## src/rtl/cache_controller_pkg.sv

```systemverilog
// Shared definitions for the MEM-stage cache controller and the word cache it sequences:
// state encodings, data-memory base address and word-address width.
package cache_controller_pkg;

  localparam int unsigned CC_ADDR_BASE = 1024;
  localparam int unsigned CC_ADDR_W    = 18;

  typedef enum logic [1:0] {
    ST_IDLE    = 2'd0,
    ST_RD_MISS = 2'd1,
    ST_FILL    = 2'd2,
    ST_WRITE   = 2'd3
  } cc_state_e;

endpackage

```

## src/rtl/cache_controller.sv

```systemverilog
// MEM-stage cache controller: 0-cycle read hits, read-miss fetch and fill,
// write-through no-allocate stores that invalidate any matching cache line.
module cache_controller
  import cache_controller_pkg::*;
#(
  parameter int unsigned ADDR_BASE = CC_ADDR_BASE,
  parameter int unsigned ADDR_W    = CC_ADDR_W
) (
  input  logic              clk,
  input  logic              rst,
  input  logic              mem_r_en,
  input  logic              mem_w_en,
  input  logic [31:0]       address,
  input  logic [31:0]       wdata,
  output logic [31:0]       rdata,
  output logic              ready,
  output logic              cache_rd_en,
  output logic              cache_wr_en,
  output logic              cache_inv_en,
  output logic [ADDR_W-1:0] cache_address,
  output logic [31:0]       cache_data_in,
  input  logic              cache_hit,
  input  logic [31:0]       cache_data_out,
  output logic              sram_rd_en,
  output logic              sram_wr_en,
  output logic [ADDR_W-1:0] sram_address,
  output logic [31:0]       sram_wdata,
  input  logic [31:0]       sram_rdata,
  input  logic              sram_ready
);

  cc_state_e   state_q, state_d;
  logic [31:0] fill_q, fill_d;

  logic [31:0]       byte_offset;
  logic [ADDR_W-1:0] word_addr;
  logic              unused_addr_bits;

  // Out-of-range addresses simply wrap; the byte-lane and high bits are dropped.
  assign byte_offset      = address - 32'(ADDR_BASE);
  assign word_addr        = byte_offset[ADDR_W+1:2];
  assign unused_addr_bits = ^{byte_offset[31:ADDR_W+2], byte_offset[1:0]};

  assign cache_address = word_addr;
  assign sram_address  = word_addr;
  assign cache_data_in = fill_q;
  assign sram_wdata    = wdata;

  always_ff @(posedge clk or posedge rst) begin
    if (rst) begin
      state_q <= ST_IDLE;
      fill_q  <= '0;
    end else begin
      state_q <= state_d;
      fill_q  <= fill_d;
    end
  end

  always_comb begin
    state_d      = state_q;
    fill_d       = fill_q;
    ready        = 1'b0;
    rdata        = fill_q;
    cache_rd_en  = 1'b0;
    cache_wr_en  = 1'b0;
    cache_inv_en = 1'b0;
    sram_rd_en   = 1'b0;
    sram_wr_en   = 1'b0;

    unique case (state_q)
      // A store wins over a simultaneous load, so no lookup is issued then.
      ST_IDLE: begin
        if (mem_w_en) begin
          cache_inv_en = 1'b1;
          state_d      = ST_WRITE;
        end else if (mem_r_en) begin
          cache_rd_en = 1'b1;
          if (cache_hit) begin
            ready = 1'b1;
            rdata = cache_data_out;
          end else begin
            state_d = ST_RD_MISS;
          end
        end else begin
          ready = 1'b1;
        end
      end

      ST_RD_MISS: begin
        sram_rd_en = 1'b1;
        if (sram_ready) begin
          fill_d  = sram_rdata;
          state_d = ST_FILL;
        end
      end

      ST_FILL: begin
        cache_wr_en = 1'b1;
        ready       = 1'b1;
        state_d     = ST_IDLE;
      end

      ST_WRITE: begin
        sram_wr_en = 1'b1;
        if (sram_ready) begin
          ready   = 1'b1;
          state_d = ST_IDLE;
        end
      end

      default: state_d = ST_IDLE;
    endcase
  end

endmodule

```

## config.mk

```make
export PLATFORM = sky130hd
export DESIGN_NAME = cache_controller
export DESIGN_NICKNAME = d
export VERILOG_FILES = /design/src/rtl/cache_controller_pkg.sv /design/src/rtl/cache_controller.sv
export SDC_FILE = /design/constraint.sdc
export NUM_CORES = 1
export LEC_CHECK = 0
export ABC_AREA = 1
export CORE_AREA = 5 5 102 104
export DETAILED_ROUTE_END_ITERATION = 6
export DIE_AREA = 0 0 107 109
export GPL_ROUTABILITY_DRIVEN = 0
export PLACE_DENSITY = 0.84
export SYNTH_ARGS = -nofsm -noshare
export SYNTH_HDL_FRONTEND = slang
export SYNTH_SLANG_ARGS = --single-unit
```

## constraint.sdc

```tcl
create_clock -name clk -period 2.9 [get_ports clk]
set_clock_uncertainty 0.1 [all_clocks]
set_input_delay 0.58 -clock clk [delete_from_list [all_inputs] [get_ports clk]]
set_output_delay 0.58 -clock clk [all_outputs]
set_load 0.005 [all_outputs]
```

==> qor.tcl, run 1 <==
set qor(layout.area.seq_sq_um) 851
set qor(synth_nets) 505
set qor(yosys.area_share.xor_xnor_pct) 1.38
set qor(clock_latency_on_the_worst_skew_pair_ps) 270
set qor(vias_per_cell) 4.53
set qor(yosysMostFrequentCell) {sky130_fd_sc_hd__nand2_1}
set qor(timing.fmax_ghz) 0.352
set qor(drt_drc_violations_left) 0
set qor(die_width_um) 107
set qor(htree_levels) 2
set qor(grt_pass1_wl_mm) 13.3
set qor(drt_iter0_markers) 70
set qor(io_pins) 272
set qor(criticalPathCategory) {in2out}
set qor(port_buffers) 169
set qor(critPathArrivalTime_ps) 2160
set qor(antenna_found_initial) 0
set qor(die-area_sq_mm) 0.0117
set qor(synth_simple_gate_area_share_pct) 28.3
set qor(synth_compound_area_share_pct) 7.26
set qor(synthTopCellsByArea) {sky130_fd_sc_hd__dfrtp_1, sky130_fd_sc_hd__buf_4, sky130_fd_sc_hd__nand2_1, sky130_fd_sc_hd__inv_1, sky130_fd_sc_hd__nand3_1}
set qor(hpwlAfterDp_mm) 7.01
set qor(power.density_cell_area_mw_per_mm2) 740
set qor(timing.critical_path.fanout_max) 22
set qor(hold_violations) 0
set qor(combinational_family_with_the_most_area_after_synthesis) {buffers and inverters}
set qor(finalSetupTns_ps) 0
set qor(first_global_vias) 2795
set qor(grt_start_max_net_pins) 44
set qor(setup_repair_after_global_routing_missed_its_margin) {true}
set qor(proportion_of_synthesized_area_in_mux_cells_pct) 0
set qor(n_antenna_cell) 0
set qor(timing.critical_path.cells) {clkdlybuf4s50_1 > inv_1 > nor2_2 > nand3_4 > buf_12 > o21ai_1 > clkdlybuf4s50_1}
set qor(reg2reg_setup_slack_ps) 1220
set qor(synth-async-reset-ratio_pct) 100
set qor(share_of_post_route_cells_with_drive_strength_above_1_pct) 7.00
set qor(setup_viol) 0
set qor(worst-endpoint-required_ps) 2220
set qor(dr_total_vias) 2716
set qor(min_path_type) {reg2reg}
set qor(synth_top_cell_by_area) {sky130_fd_sc_hd__dfrtp_1}
set qor(final_antenna_net_count) 0
set qor(report.final.slew_viol_count) 0
set qor(multi_input_area_sq_um) 995
set qor(nNetsFinal) 620
set qor(route.detailed.wl_per_inst_um) 14.9
set qor(tritoncts) {built}
set qor(worst_path_max_delay_cell) {sky130_fd_sc_hd__clkdlybuf4s50_1}
set qor(detail_route.first_pass.iterations) 4
set qor(clock_buffers_created_by_tritoncts) 5
set qor(ctsLongestPathBuffers) 2
set qor(cts_sink_count) 34
set qor(worst_ir_drop_vdd_uv) 514
set qor(post_synth_top_flop) {sky130_fd_sc_hd__dfrtp_1}
set qor(synth.cells.most_frequent) {sky130_fd_sc_hd__nand2_1, sky130_fd_sc_hd__buf_4, sky130_fd_sc_hd__inv_1}
set qor(pre_cts_setup_slack_ps) -184
set qor(synth-warning-count) 0
set qor(timing_worst_slew_pin_value_ps) 435
set qor(slew_headroom_pct) 71.0
set qor(maxCapViolCount) 0
set qor(layout_min_cycle_time_ps) 2840
set qor(final_critical_path_setup_slack_ps) 62.0
set qor(layout_worst_path_cycle_share_pct) 97.9
set qor(area_added_between_synthesis_and_finish_pct) 64.1
set qor(ys_ff_latch) 34
set qor(synth-edff-count) 0
set qor(synth-seq-area-share_pct) 33.6
set qor(critPathMaxStageDelay_ps) 520
set qor(placeableCoreArea_sq_mm) 0.00946
set qor(clk_pin_slew_worst_paths_ps) 70
set qor(critPathMostFrequentCell) {sky130_fd_sc_hd__clkdlybuf4s50_1}
set qor(synthDominantCellAreaShare_pct) 33.6
set qor(synth_fa_ha_area_share_pct) 0.494
set qor(layout.core_utilization_pct) 44.0
set qor(fillerInstances) 923
set qor(post_synthesis_cell_area_sq_mm) 0.00253
set qor(timing.critical_path.to_type) {primary output}
set qor(cts_root_buffer) {sky130_fd_sc_hd__clkbuf_8}
set qor(worst_setup_path_start_kind) {input port}
set qor(grt-ovfl-total) 0
set qor(timing.critical_path.buf_inv) 4
set qor(routed_wirelength_mm) 8.93
set qor(grt_use_total_pct) 14.4
set qor(syn-mean-instance-area_sq_um) 6.85
set qor(post_synth_inst_count) 370
set qor(die-height_um) 109
set qor(num_rows) 36
set qor(ys_types) 21
set qor(run_status) {complete, no violations}
set qor(starting_density_pct) 26.8
set qor(leakage_power_total_nw) 2.31
set qor(critical_path.top_delay_family) {buffers and inverters}
## logic make-up (layout without fill, tap and decap cells)
| group | after synthesis | count (layout) |
|---|---|---|
| simple gates | 169 | 169 |
| buf+inv | 126 | 242 |
| compound gates | 36 | 36 |
| flops | 34 | 34 |
| xor+xnor | 4 | 4 |
| fa+ha+maj | 1 | 1 |
## state kept, by name, indices dropped and copies added, names as in the netlist
| register | cells |
|---|---|
| state_q | 2 |
| cache_data_in | 32 |
## placed cells by master (no fill, tap or decap), types with 2 or more instances in the layout
cell type                         instances
sky130_fd_sc_hd__nor2_2                   2
sky130_fd_sc_hd__dlymetal6s2s_1          24
sky130_fd_sc_hd__nand2_4                  2
sky130_fd_sc_hd__dfrtp_1                 34
sky130_fd_sc_hd__nor2_4                   3
sky130_fd_sc_hd__o21ai_0                  2
sky130_fd_sc_hd__buf_12                   2
sky130_fd_sc_hd__dlygate4sd2_1            6
sky130_fd_sc_hd__nand3_1                 36
sky130_fd_sc_hd__clkdlybuf4s50_1        139
sky130_fd_sc_hd__xor2_1                   2
sky130_fd_sc_hd__buf_4                   10
sky130_fd_sc_hd__nand2_1                114
sky130_fd_sc_hd__clkbuf_8                 6
sky130_fd_sc_hd__inv_1                   51
sky130_fd_sc_hd__nor2_1                   8
sky130_fd_sc_hd__xor2_2                   2
sky130_fd_sc_hd__o21ai_1                 32
## timing repair
item                                    CTS  global route
setup buffers                             1             1
gates resized for setup                  12            32
endpoints found under the setup margin   26            35
gates cloned                              0             1
hold buffers                              0             0
pin swaps                                 2             1
## per-layer routing
layer / part of all wire, % / global-route usage, % / up-vias / wire length (um)
met5: 0 / 0 / - / 0
met4: 4.4 / 7.12 / 0 / 397
met3: 11 / 5.98 / 40 / 967
met2: 50 / 25.8 / 170 / 4480
met1: 35 / 14.5 / 1208 / 3090
li1: - / - / 1298 / -
## power breakdown
group	leakage [nW]	switching, W	internal [W]	total (W)
registers	0.425	0.000223	0.000695	0.000918
logic	1.83	0.000726	0.00108	0.00181
clock network	0.0482	0.000160	0.000191	0.000351
## worst min-delay path: cells and delay by family (launching register included)
kind / cells / cell delay [ps]
DFF: 1 / 360
and+or+nand+nor: 2 / 110
## through the flow
| step | instances | hold slack [ps] | total power (W) | instance area, sq um |
|---|---|---|---|---|
| after floorplan | 370 | 385 | 0.00163 | 2530 |
| after CTS | 598 | 404 | 0.00317 | 4030 |
| after detailed placement | 589 | 387 | 0.00279 | 3920 |
| after global routing | 600 | 439 | 0.00336 | 4160 |
| after global placement | 589 | 380 | 0.00274 | 3920 |
| final | 600 | 397 | 0.00308 | 4160 |
## final cells by class
cell class | instances | share of cell area, %
clock inverter | 1 | 0.120
tap | 114 | 3.43
timing repair buffer | 182 | 45.3
multi-input combinational | 210 | 23.9
inverter | 52 | 4.69
sequential | 34 | 20.5
clock buffer | 7 | 2.08
## worst paths after layout
check | startpoint | to | depth (start not counted)
setup / recovery | mem_r_en | rdata[24] | 7
hold / removal | cache_data_in[9]$_DFFE_PP0P_ | cache_data_in[9]$_DFFE_PP0P_ | 2
setup reg to reg | state_q[0]$_DFFE_PP0P_ | cache_data_in[25]$_DFFE_PP0P_ | 6
hold reg to reg | cache_data_in[9]$_DFFE_PP0P_ | cache_data_in[9]$_DFFE_PP0P_ | 2
max in group asynchronous | rst | cache_data_in[28]$_DFFE_PP0P_ | 3
min in group asynchronous | rst | cache_data_in[17]$_DFFE_PP0P_ | 3
Note: power is estimated with default switching activity, not from simulation.
==> run 2, diff against run 1 <==
SKIP_CTS_REPAIR_TIMING = 1   (was unset)
==> run 2 against run 1 <==
Net effect:
- the run now ends with setup timing left
- global-route usage barely moved
- highest routed layer unchanged
- non-clock buffer count increased by 10
- hold slack is essentially flat
- sequential power up 0.4%
- die area is the same
- final area increased by 4.1%
- first-iteration DRC count decreased by 7.1%
- via count is 1.9% higher
- power grew 0.92%
- cell count grew 1.7%
- critical endpoint is now sram_address[16]
==> qor.tcl, run 2 (synthesis gave the netlist of run 1 again) <==
set qor(timing.fmax_ghz) 0.333
set qor(io_pins) 272
set qor(detail_route.first_pass.iterations) 4
set qor(largest_register_ffs) 32
set qor(critPathArrivalTime_ps) 2330
set qor(first_global_vias) 2788
set qor(timing.critical_path.fanout_max) 2
set qor(power.density_cell_area_mw_per_mm2) 718
set qor(drt_iter0_markers) 65
set qor(grt-ovfl-total) 0
set qor(worst_setup_path_start_kind) {input port}
set qor(reg2reg_setup_slack_ps) 1200
set qor(maxCapViolCount) 0
set qor(route.detailed.wl_per_inst_um) 15.7
set qor(timing_worst_slew_pin_value_ps) 435
set qor(clock_buffers_created_by_tritoncts) 5
set qor(min_path_type) {reg2reg}
set qor(most_common_cell_after_layout_fill_and_taps_aside) {sky130_fd_sc_hd__clkdlybuf4s50_1}
set qor(seq_power_share_pct) 29.7
set qor(tritoncts) {built}
set qor(hold_violations) 0
set qor(routed_wirelength_mm) 9.59
set qor(die-height_um) 109
set qor(pre_cts_setup_slack_ps) -184
set qor(timing.hold.ws_ps) 397
set qor(layout_worst_path_cycle_share_pct) 104
set qor(critPathMaxStageDelay_ps) 500
set qor(grt_use_total_pct) 14.4
set qor(power.total_w) 0.00311
set qor(layout_min_cycle_time_ps) 3010
set qor(worst_path_max_delay_cell) {sky130_fd_sc_hd__clkdlybuf4s50_1}
set qor(criticalPathCategory) {in2out}
set qor(run_status) {finished, violations left}
set qor(worst-endpoint-required_ps) 2220
set qor(timing.critical_path.to_type) {primary output}
set qor(intPower_w) 0.00197
set qor(finalSetupTns_ps) -245
set qor(power.switching_fraction_pct) 36.6
set qor(dr_total_vias) 2767
set qor(ctsLongestPathBuffers) 2
set qor(antenna_found_initial) 0
set qor(combinational_cell_fraction_of_total_power_pct) 59.0
set qor(clock_latency_on_the_worst_skew_pair_ps) 270
set qor(n_antenna_cell) 0
set qor(place_area_sq_mm) 0.00392
set qor(grt_start_max_net_pins) 44
set qor(die_width_um) 107
set qor(slew_headroom_pct) 71.0
set qor(num_rows) 36
set qor(final_critical_path_setup_slack_ps) -105
set qor(nNetsFinal) 630
set qor(final_antenna_net_count) 0
set qor(cts_root_buffer) {sky130_fd_sc_hd__clkbuf_8}
set qor(cts_sink_count) 34
set qor(placeableCoreArea_sq_mm) 0.00946
set qor(die-area_sq_mm) 0.0117
set qor(setup_repair_after_global_routing_missed_its_margin) {true}
set qor(clk_pin_slew_worst_paths_ps) 70
set qor(power.net_switching_w) 0.00114
set qor(hpwlAfterDp_mm) 7.01
set qor(vias_per_cell) 4.54
set qor(area_added_between_synthesis_and_finish_pct) 70.7
set qor(port_buffers) 169
set qor(htree_levels) 2
set qor(leakage_power_total_nw) 2.50
set qor(starting_density_pct) 26.8
set qor(share_of_post_route_cells_with_drive_strength_above_1_pct) 9.48
set qor(stdcell_area_sq_mm) 0.00433
set qor(grt_pass1_wl_mm) 13.3
set qor(layout.cells.most_common_list) {sky130_fd_sc_hd__clkdlybuf4s50_1, sky130_fd_sc_hd__nand2_1, sky130_fd_sc_hd__inv_1}
set qor(timing.critical_path.cells) {clkdlybuf4s50_1 > inv_1 > ha_1 > inv_1 > nor3_2 > buf_4 > nand3_1 > nand2_1 > clkdlybuf4s50_1}
set qor(drt_drc_violations_left) 0
set qor(failed_checks) {setup timing}
set qor(worst_ir_drop_vdd_uv) 517
set qor(setup_viol) 3
set qor(p_clk_share_pct) 11.3
set qor(report.final.slew_viol_count) 0
## run 2: cell count changes in the layout (fill, tap and decap cells not counted), moves of 2 or more
cell                              delta
sky130_fd_sc_hd__o21ai_2             +2
sky130_fd_sc_hd__dlymetal6s2s_1     +10
sky130_fd_sc_hd__buf_2               +2
sky130_fd_sc_hd__o21ai_1             -2
sky130_fd_sc_hd__buf_4               +4
sky130_fd_sc_hd__clkdlybuf4s50_1     -7
sky130_fd_sc_hd__clkbuf_16           +3
sky130_fd_sc_hd__dlygate4sd2_1       -6
## run 2: metrics by stage
step                      util, %  cells
after floorplan                 -    370
after global placement       41.4    589
after detailed placement     41.4    589
after CTS                    42.4    597
after global routing         45.8    610
final                        45.8    610
## run 2: area by class of cell
class / count / area, sq um
Multi-Input combinational cell: 210 / 995
Clock inverter: 1 / 5.00
Inverter: 52 / 195
Fill cell: 910 / 5130
Tap cell: 114 / 143
Timing Repair Buffer: 192 / 2050
Clock buffer: 7 / 86.3
Sequential cell: 34 / 851
## run 2: routing by layer
metal | track usage (%) | wire [um]
met1 | 14.5 | 3380
met2 | 25.8 | 4860
met5 | 0 | 0
met3 | 6.04 | 996
met4 | 7.12 | 356
## run 2: path summary, 6_finish.rpt
| check | from | end | cells after the start |
|---|---|---|---|
| worst max-delay path | address[11] | sram_address[16] | 9 |
| worst min-delay path | cache_data_in[9]$_DFFE_PP0P_ | cache_data_in[9]$_DFFE_PP0P_ | 2 |
| worst max register to register | state_q[0]$_DFFE_PP0P_ | cache_data_in[21]$_DFFE_PP0P_ | 6 |
| worst min register to register | cache_data_in[9]$_DFFE_PP0P_ | cache_data_in[9]$_DFFE_PP0P_ | 2 |
| max in group asynchronous | rst | cache_data_in[2]$_DFFE_PP0P_ | 3 |
| min in group asynchronous | rst | cache_data_in[17]$_DFFE_PP0P_ | 3 |
## run 2: worst max-delay path, delay by kind of cell
family	cells	cell delay (ps)
buf+inv	5	1240
simple gates	3	350
fa+ha+maj	1	160
## run 2: power groups by stage
stage | Sequential [W] | Clock (W) | Combinational (W)
floorplan | 0.000884 | 0 | 0.000743
CTS | 0.000922 | 0.000369 | 0.00187
detailed placement | 0.000925 | 0 | 0.00187
global placement | 0.000915 | 0 | 0.00183
finish | 0.000922 | 0.000351 | 0.00183
global route | 0.000958 | 0.000387 | 0.00204
==> run 3, diff against run 2 <==
CAP_MARGIN = 10   (was unset)
CORE_AREA = 3 3 104 106   (was 5 5 102 104)
PLACE_DENSITY = 0.79   (was 0.84)
clock period = 3.35 ns   (was 2.9 ns; I/O delays follow)
==> run 3 against run 2 <==
Net effect:
- the flow now finishes without violations
- largest cell class unchanged
- die area did not move
- utilization decreased by 5.1 points
- worst setup slack better by 250 ps
- sequential share of layout area rose by 1.6 points
==> qor.tcl, run 3 (synthesis gave the netlist of run 1 again) <==
set qor(run_status) {complete, no violations}
set qor(cts_sink_count) 34
set qor(report.final.slew_viol_count) 0
set qor(share_of_post_route_cells_with_drive_strength_above_1_pct) 3.97
set qor(maxCapViolCount) 0
set qor(drt_drc_violations_left) 0
set qor(leakage_power_total_nw) 1.95
set qor(die_width_um) 107
set qor(die-height_um) 109
set qor(global_route.usage.met1_pct) 13.8
set qor(min_path_type) {reg2reg}
set qor(power.net_switching_w) 0.000946
set qor(setup_viol) 0
set qor(grt_start_max_net_pins) 43
set qor(port_buffers) 169
set qor(route.detailed.wl_per_inst_um) 13.3
set qor(clock_latency_on_the_worst_skew_pair_ps) 280
set qor(intPower_w) 0.00173
set qor(hold_violations) 0
set qor(placeableCoreArea_sq_mm) 0.00986
set qor(detail_route.first_pass.iterations) 4
set qor(htree_levels) 2
set qor(met3_grt_util_pct) 4.56
set qor(slew_headroom_pct) 70.6
set qor(critPathLaunch) {address[10]}
set qor(most_common_cell_after_layout_fill_and_taps_aside) {sky130_fd_sc_hd__clkdlybuf4s50_1}
set qor(power.density_cell_area_mw_per_mm2) 667
set qor(n_antenna_cell) 0
set qor(worst_setup_path_start_kind) {input port}
set qor(r2r-start) {state_q[0]$_DFFE_PP0P_}
set qor(stdcell_area_sq_mm) 0.00401
set qor(clock_buffers_created_by_tritoncts) 5
set qor(layout.cells.most_common_list) {sky130_fd_sc_hd__clkdlybuf4s50_1, sky130_fd_sc_hd__nand2_1, sky130_fd_sc_hd__inv_1}
set qor(critPathMaxStageDelay_ps) 520
set qor(layout_min_cycle_time_ps) 3210
set qor(num_rows) 36
set qor(grt_use_total_pct) 13.8
set qor(criticalPathCategory) {in2out}
set qor(critical_path.top_delay_family) {buffers and inverters}
set qor(cts_root_buffer) {sky130_fd_sc_hd__clkbuf_8}
set qor(power.total_w) 0.00267
set qor(seq_power_share_pct) 29.2
set qor(drt_iter0_markers) 119
set qor(worst_path_max_delay_cell) {sky130_fd_sc_hd__clkdlybuf4s50_1}
set qor(setup_repair_after_global_routing_missed_its_margin) {false}
set qor(routed_wirelength_mm) 8.16
set qor(largest_register_ffs) 32
set qor(first_global_vias) 2704
set qor(timing.critical_path.cells) {clkdlybuf4s50_1 > inv_1 > ha_1 > inv_1 > nor3_1 > buf_4 > xor2_1 > clkdlybuf4s50_1}
set qor(layout_worst_path_cycle_share_pct) 95.8
set qor(vias_per_cell) 4.27
set qor(place_area_sq_mm) 0.00391
set qor(ctsLongestPathBuffers) 2
set qor(timing.critical_path.fanout_max) 4
set qor(timing.fmax_ghz) 0.312
set qor(final_antenna_net_count) 0
set qor(finalSetupTns_ps) 0
set qor(power.switching_fraction_pct) 35.4
set qor(die-area_sq_mm) 0.0117
set qor(grt-ovfl-total) 0
set qor(hp-start) {cache_data_in[23]$_DFFE_PP0P_}
set qor(dr_total_vias) 2616
set qor(antenna_found_initial) 0
set qor(timing.critical_path.buf_inv) 5
set qor(hpwlAfterDp_mm) 6.57
set qor(busiest_layer) {met2}
set qor(io_pins) 272
set qor(fillerInstances) 972
set qor(worst_ir_drop_vdd_uv) 291
set qor(nNetsFinal) 613
set qor(area_added_between_synthesis_and_finish_pct) 58.0
set qor(tritoncts) {built}
set qor(clk_pin_slew_worst_paths_ps) 80
set qor(worst-endpoint-required_ps) 2580
set qor(starting_density_pct) 25.7
set qor(combinational_cell_fraction_of_total_power_pct) 59.0
set qor(timing.hold.ws_ps) 400
set qor(grt_pass1_wl_mm) 12.9
set qor(timing.critical_path.to_type) {primary output}
set qor(critPathArrivalTime_ps) 2440
set qor(p_clk_share_pct) 11.8
set qor(timing_worst_slew_pin_value_ps) 441
set qor(met2_usage_pct) 27.1
## run 3: worst reg2reg max path, stage by stage, from the launching register on
cell and delay [ps]:
sky130_fd_sc_hd__dfrtp_1 450, sky130_fd_sc_hd__inv_2 90, sky130_fd_sc_hd__nor2_4 110, sky130_fd_sc_hd__buf_4 350, sky130_fd_sc_hd__nand2_4 310, sky130_fd_sc_hd__nand2_1 160
sky130_fd_sc_hd__nand2_1 60
## run 3: layout make-up
| class | count | area [sq um] | area share, % |
|---|---|---|---|
| Multi-Input combinational cell | 210 | 950 | 23.7 |
| Clock inverter | 2 | 12.5 | 0.312 |
| Tap cell | 133 | 166 | 4.15 |
| Inverter | 52 | 195 | 4.87 |
| Timing Repair Buffer | 175 | 1750 | 43.7 |
| Sequential cell | 34 | 851 | 21.2 |
| Clock buffer | 6 | 82.6 | 2.06 |
## run 3: per-layer routing
metal,vias to the layer above,wire (um)
met5,-,0
met4,0,132
met3,15,688
met2,138,4390
met1,1178,2940
li1,1285,-
## run 3: metrics by stage
stage / setup slack [ps] / instances / util, %
global placement: 134 / 604 / 39.6
CTS: 118 / 612 / 40.6
floorplan: 934 / 370 / -
detailed placement: 120 / 604 / 39.6
global route: 4.64 / 612 / 40.6
finish: 142 / 612 / 40.6
## run 3: worst paths after layout
check,end,slack (ps),depth (start not counted)
worst max-delay path,sram_address[12],140,8
worst min-delay path,cache_data_in[23]$_DFFE_PP0P_,400,2
worst max register to register,cache_data_in[28]$_DFFE_PP0P_,1610,6
worst min register to register,cache_data_in[23]$_DFFE_PP0P_,400,2
max in group asynchronous,cache_data_in[31]$_DFFE_PP0P_,1880,3
min in group asynchronous,cache_data_in[25]$_DFFE_PP0P_,580,2
## run 3: power by group through the flow
stage	Clock, W	Sequential (W)	Combinational [W]
2_1_floorplan	0	0.000765	0.000643
3_3_place_gp	0	0.000780	0.00157
3_5_place_dp	0	0.000784	0.00160
4_1_cts	0.000329	0.000783	0.00161
5_1_grt	0.000345	0.000813	0.00175
6_report	0.000316	0.000780	0.00158
==> variant 1: new RTL, settings of run 1 <==
Re-encode `cc_state_e` (4 states) as one-hot, 4 bits wide.
--- a/src/rtl/cache_controller_pkg.sv
+++ b/src/rtl/cache_controller_pkg.sv
@@ -5,11 +5,11 @@
   localparam int unsigned CC_ADDR_BASE = 1024;
   localparam int unsigned CC_ADDR_W    = 18;
 
-  typedef enum logic [1:0] {
-    ST_IDLE    = 2'd0,
-    ST_RD_MISS = 2'd1,
-    ST_FILL    = 2'd2,
-    ST_WRITE   = 2'd3
+  typedef enum logic [3:0] {
+    ST_IDLE    = 4'b0001,
+    ST_RD_MISS = 4'b0010,
+    ST_FILL    = 4'b0100,
+    ST_WRITE   = 4'b1000
   } cc_state_e;
 
 endpackage
Behaviour: same outputs for any inputs over 4 cycles, from zero or initial values and one cycle with rst high; so few cycles prove little.
==> variant 1 against run 1 <==
- synthesized area up 8.0%
- combinational power fell by 3%
- global-route usage rose by 0.87 points
- worst setup slack improved by 0.029 ns
- first-iteration DRC count increased by 61%
- routed wire length grew 9.5%
- final area up 7.3%
- sequential cell count increased by 2
- total power fell by 0.17%
- sequential share of layout area down 0.23 points
- clock power increased by 9.1%
- critical path type unchanged
- highest routed layer unchanged
==> variant 1: results (changes against run 1) <==
Worst setup startpoint=address[11]; sequential fraction of the synthesis area=0.329 (-0.00626); Signal buffers=187 (+2.7%); Multi-input comb cells=216 (+2.9%); minimum clock period=2.81 ns (-0.0286 ns); dpl hpwl=7390 µm (+5.4%); status=complete, no violations; first-pass GRT wire length=14200 µm (+7.2%); max incr delay on CP=0.50 ns (-0.02 ns); clock buf count=6 (-1); final total power=3.07 mW (-0.17%); via/cell ratio=4.57 (+0.91%); max_slew headroom=0.559 (-0.150); r2r setup slk=1.10 ns (-0.12 ns); Area contributors post-synth=dfrtp_1 32%, buf_4 16%, nand2_1 15%; top post-synthesis cells by count=111 x nand2_1, 59 x buf_4, 51 x inv_1, 36 x o21ai_0, 35 x dfrtp_1; setup slack at placement=-0.129 ns (+0.0549 ns); Post-Synth Adder-Cell Area=0.00457 (-0.000368); Fillers=909 (-1.5%); multi-input logic area=1110 µm² (+12%); final non-filler cell total=613 (+2.2%); multi-input gate share of total cell area=0.250 (+0.0105); Final #Nets=633 (+2.1%); worst hold start=cache_data_in[28]$_DFFE_PP0P_; Mapped Cells=377 (+1.9%); vias in the first global route=2816 (+0.75%); r2r startpoint=state_q[2]$_DFFE_PP0P_; overall global routing resource usage=0.153 (+0.00872); Clock power frac=0.125 (+0.011); post-synthesis compound-gate area fraction=0.146 (+0.0736); clk sinks=36 (+5.9%); worst-case reg-to-reg path depth=5 (-1); Pleak=2.57 nW (+11%); Seq area share=0.202 (-0.00233); fraction of layout cells with a size suffix above 1=0.124 (+0.0543); Setup crit end=cache_address[12]
variant 1: cell types whose count changed in the layout (fill, tap and decap cells not counted), sizes merged, moves of 2 or more:
cell,change
dlygate4sd2,+5
nand4,+2
clkdlybuf4s50,-17
clkbuf,+2
nand3,-30
dlymetal6s2s,+12
buf,+2
o21ai,+34
variant 1: layer usage:
| metal | wire length [µm] | track usage |
|---|---|---|
| met3 | 940 | 0.0604 |
| met5 | 0 | 0 |
| met1 | 3630 | 0.159 |
| met4 | 96 | 0.0374 |
| met2 | 5110 | 0.287 |
variant 1: what timing repair did:
| action | in CTS | in global routing |
|---|---|---|
| resized for setup | 16 | 41 |
| hold buffers | 0 | 0 |
| pin swaps | 0 | 4 |
| setup endpoints to repair | 40 | 38 |
| setup buffers | 0 | 2 |
| gates cloned | 0 | 4 |
variant 1: kinds of logic after synthesis:
kind of cell               after synthesis
and+or+nand+nor                        143
buffers and inverters                  125
AOI/OAI and AO/OA                       68
DFF                                     36
xor gates and xnor gates                 4
adders and majority gates                1
==> variant 2: new RTL, config.mk and constraints of run 1 <==
Made on the original files. `CC_ADDR_W`: 18 -> 14.
--- a/src/rtl/cache_controller_pkg.sv
+++ b/src/rtl/cache_controller_pkg.sv
@@ -3,7 +3,7 @@
 package cache_controller_pkg;
 
   localparam int unsigned CC_ADDR_BASE = 1024;
-  localparam int unsigned CC_ADDR_W    = 18;
+  localparam int unsigned CC_ADDR_W    = 14;
 
   typedef enum logic [1:0] {
     ST_IDLE    = 2'd0,
Interface: changed (resized cache_address and sram_address); port bits go from 272 to 264. The function was not compared with the original's and may differ.
==> variant 2 against run 1 <==
- routed wire length rose by 0.26%
- synthesized area fell by 4.2%
- final area fell by 4.2%
- first-iteration DRC count rose by 89%
- sequential cell count did not move
- worst hold slack improved by 0.021 ns
- worst setup slack got worse by 0.026 ns
- total power fell by 1.9%
- largest cell class unchanged
==> variant 2: results (changes against run 1) <==
top post-synthesis cells by count=107 x nand2_1, 57 x buf_4, 43 x inv_1, 34 x dfrtp_1, 33 x nand4_1; Post-Synth Adder-Cell Area=0.00515 (+0.000216); Synth Area in XOR/XNOR=0.0108 (-0.00300); GR Layer Usage met3=0.0521 (-0.00770); Setup crit end=rdata[13]; peak supply drop=306 µV (-41%); crit path max fanout=9 (-59%); vias in the first global route=2556 (-8.6%); status=complete, no violations; met1 Use GR=0.150 (+0.00476); Worst Tran Pin Value=0.623 ns (+0.188 ns); total number of vias=2545 (-6.3%); Detailed Route Iter0 Violations=132 (+89%); sw frac=0.366 (+0.00568); Comb pwr share=0.580 (-0.008); Post-DP Area=3740 µm² (-4.6%); met2 Usage GRT=0.268 (+0.0108); post-synthesis compound-gate area fraction=0.0721 (-0.000429); worst-case reg-to-reg path depth=2 (-4); worst hold start=cache_data_in[12]$_DFFE_PP0P_; Distinct cells, synth=20 (-4.8%); Flop+latch power=0.899 mW (-2%); dpl hpwl=7000 µm (about the same); Mapped Cells=344 (-7.0%); via/cell ratio=4.52 (-0.14%); Final #Nets=583 (-6.0%); reg2reg end=cache_data_in[21]$_DFFE_PP0P_; sequential fraction of the synthesis area=0.350 (+0.0147); r2r setup slk=1.20 ns (-0.02 ns); Pre-antenna DRT Iters=5 (+1); first-pass GRT wire length=13200 µm (-0.47%); Fmax=0.349 GHz (-0.90%); worst hold endpoint=cache_data_in[12]$_DFFE_PP0P_; fraction of layout cells with a size suffix above 1=0.0601 (-0.00983)
[variant 2: changes by cell type after synthesis, moves of 4 or more]
cell,change
nand2_1,-9
nand3_1,-35
o21ai_1,-27
buf_4,-4
nor2_1,-4
nand4_1,+33
buf_2,+6
o21ai_0,+28
inv_1,-8
[variant 2: area by class of cell]
class,instances,area (µm²)
clock buffer,7,86.3
clock inverter,1,5.00
fill,957,5480
inverter,44,165
multi-input combinational,192,918
sequential,34,851
tap,114,143
timing repair buffer,171,1810
[variant 2: routing by layer]
metal  routed length, µm  up-vias
li1                    -     1238
met4                 180        0
met3                 873       26
met5                   0        -
met2                4820      123
met1                3080     1158
[variant 2: timing repair]
item	4_1_cts	5_1_grt
hold buffers	0	0
resized for setup	3	35
setup endpoints to repair	23	32
setup buffers	0	1
cloned	0	1
pin swaps	0	1
[variant 2: tightest hold or removal path: cells and delay by family, from the launching register on]
kind / cells / cell delay (ns)
compound gates: 1 / 0.06
flops: 1 / 0.37
simple gates: 1 / 0.06
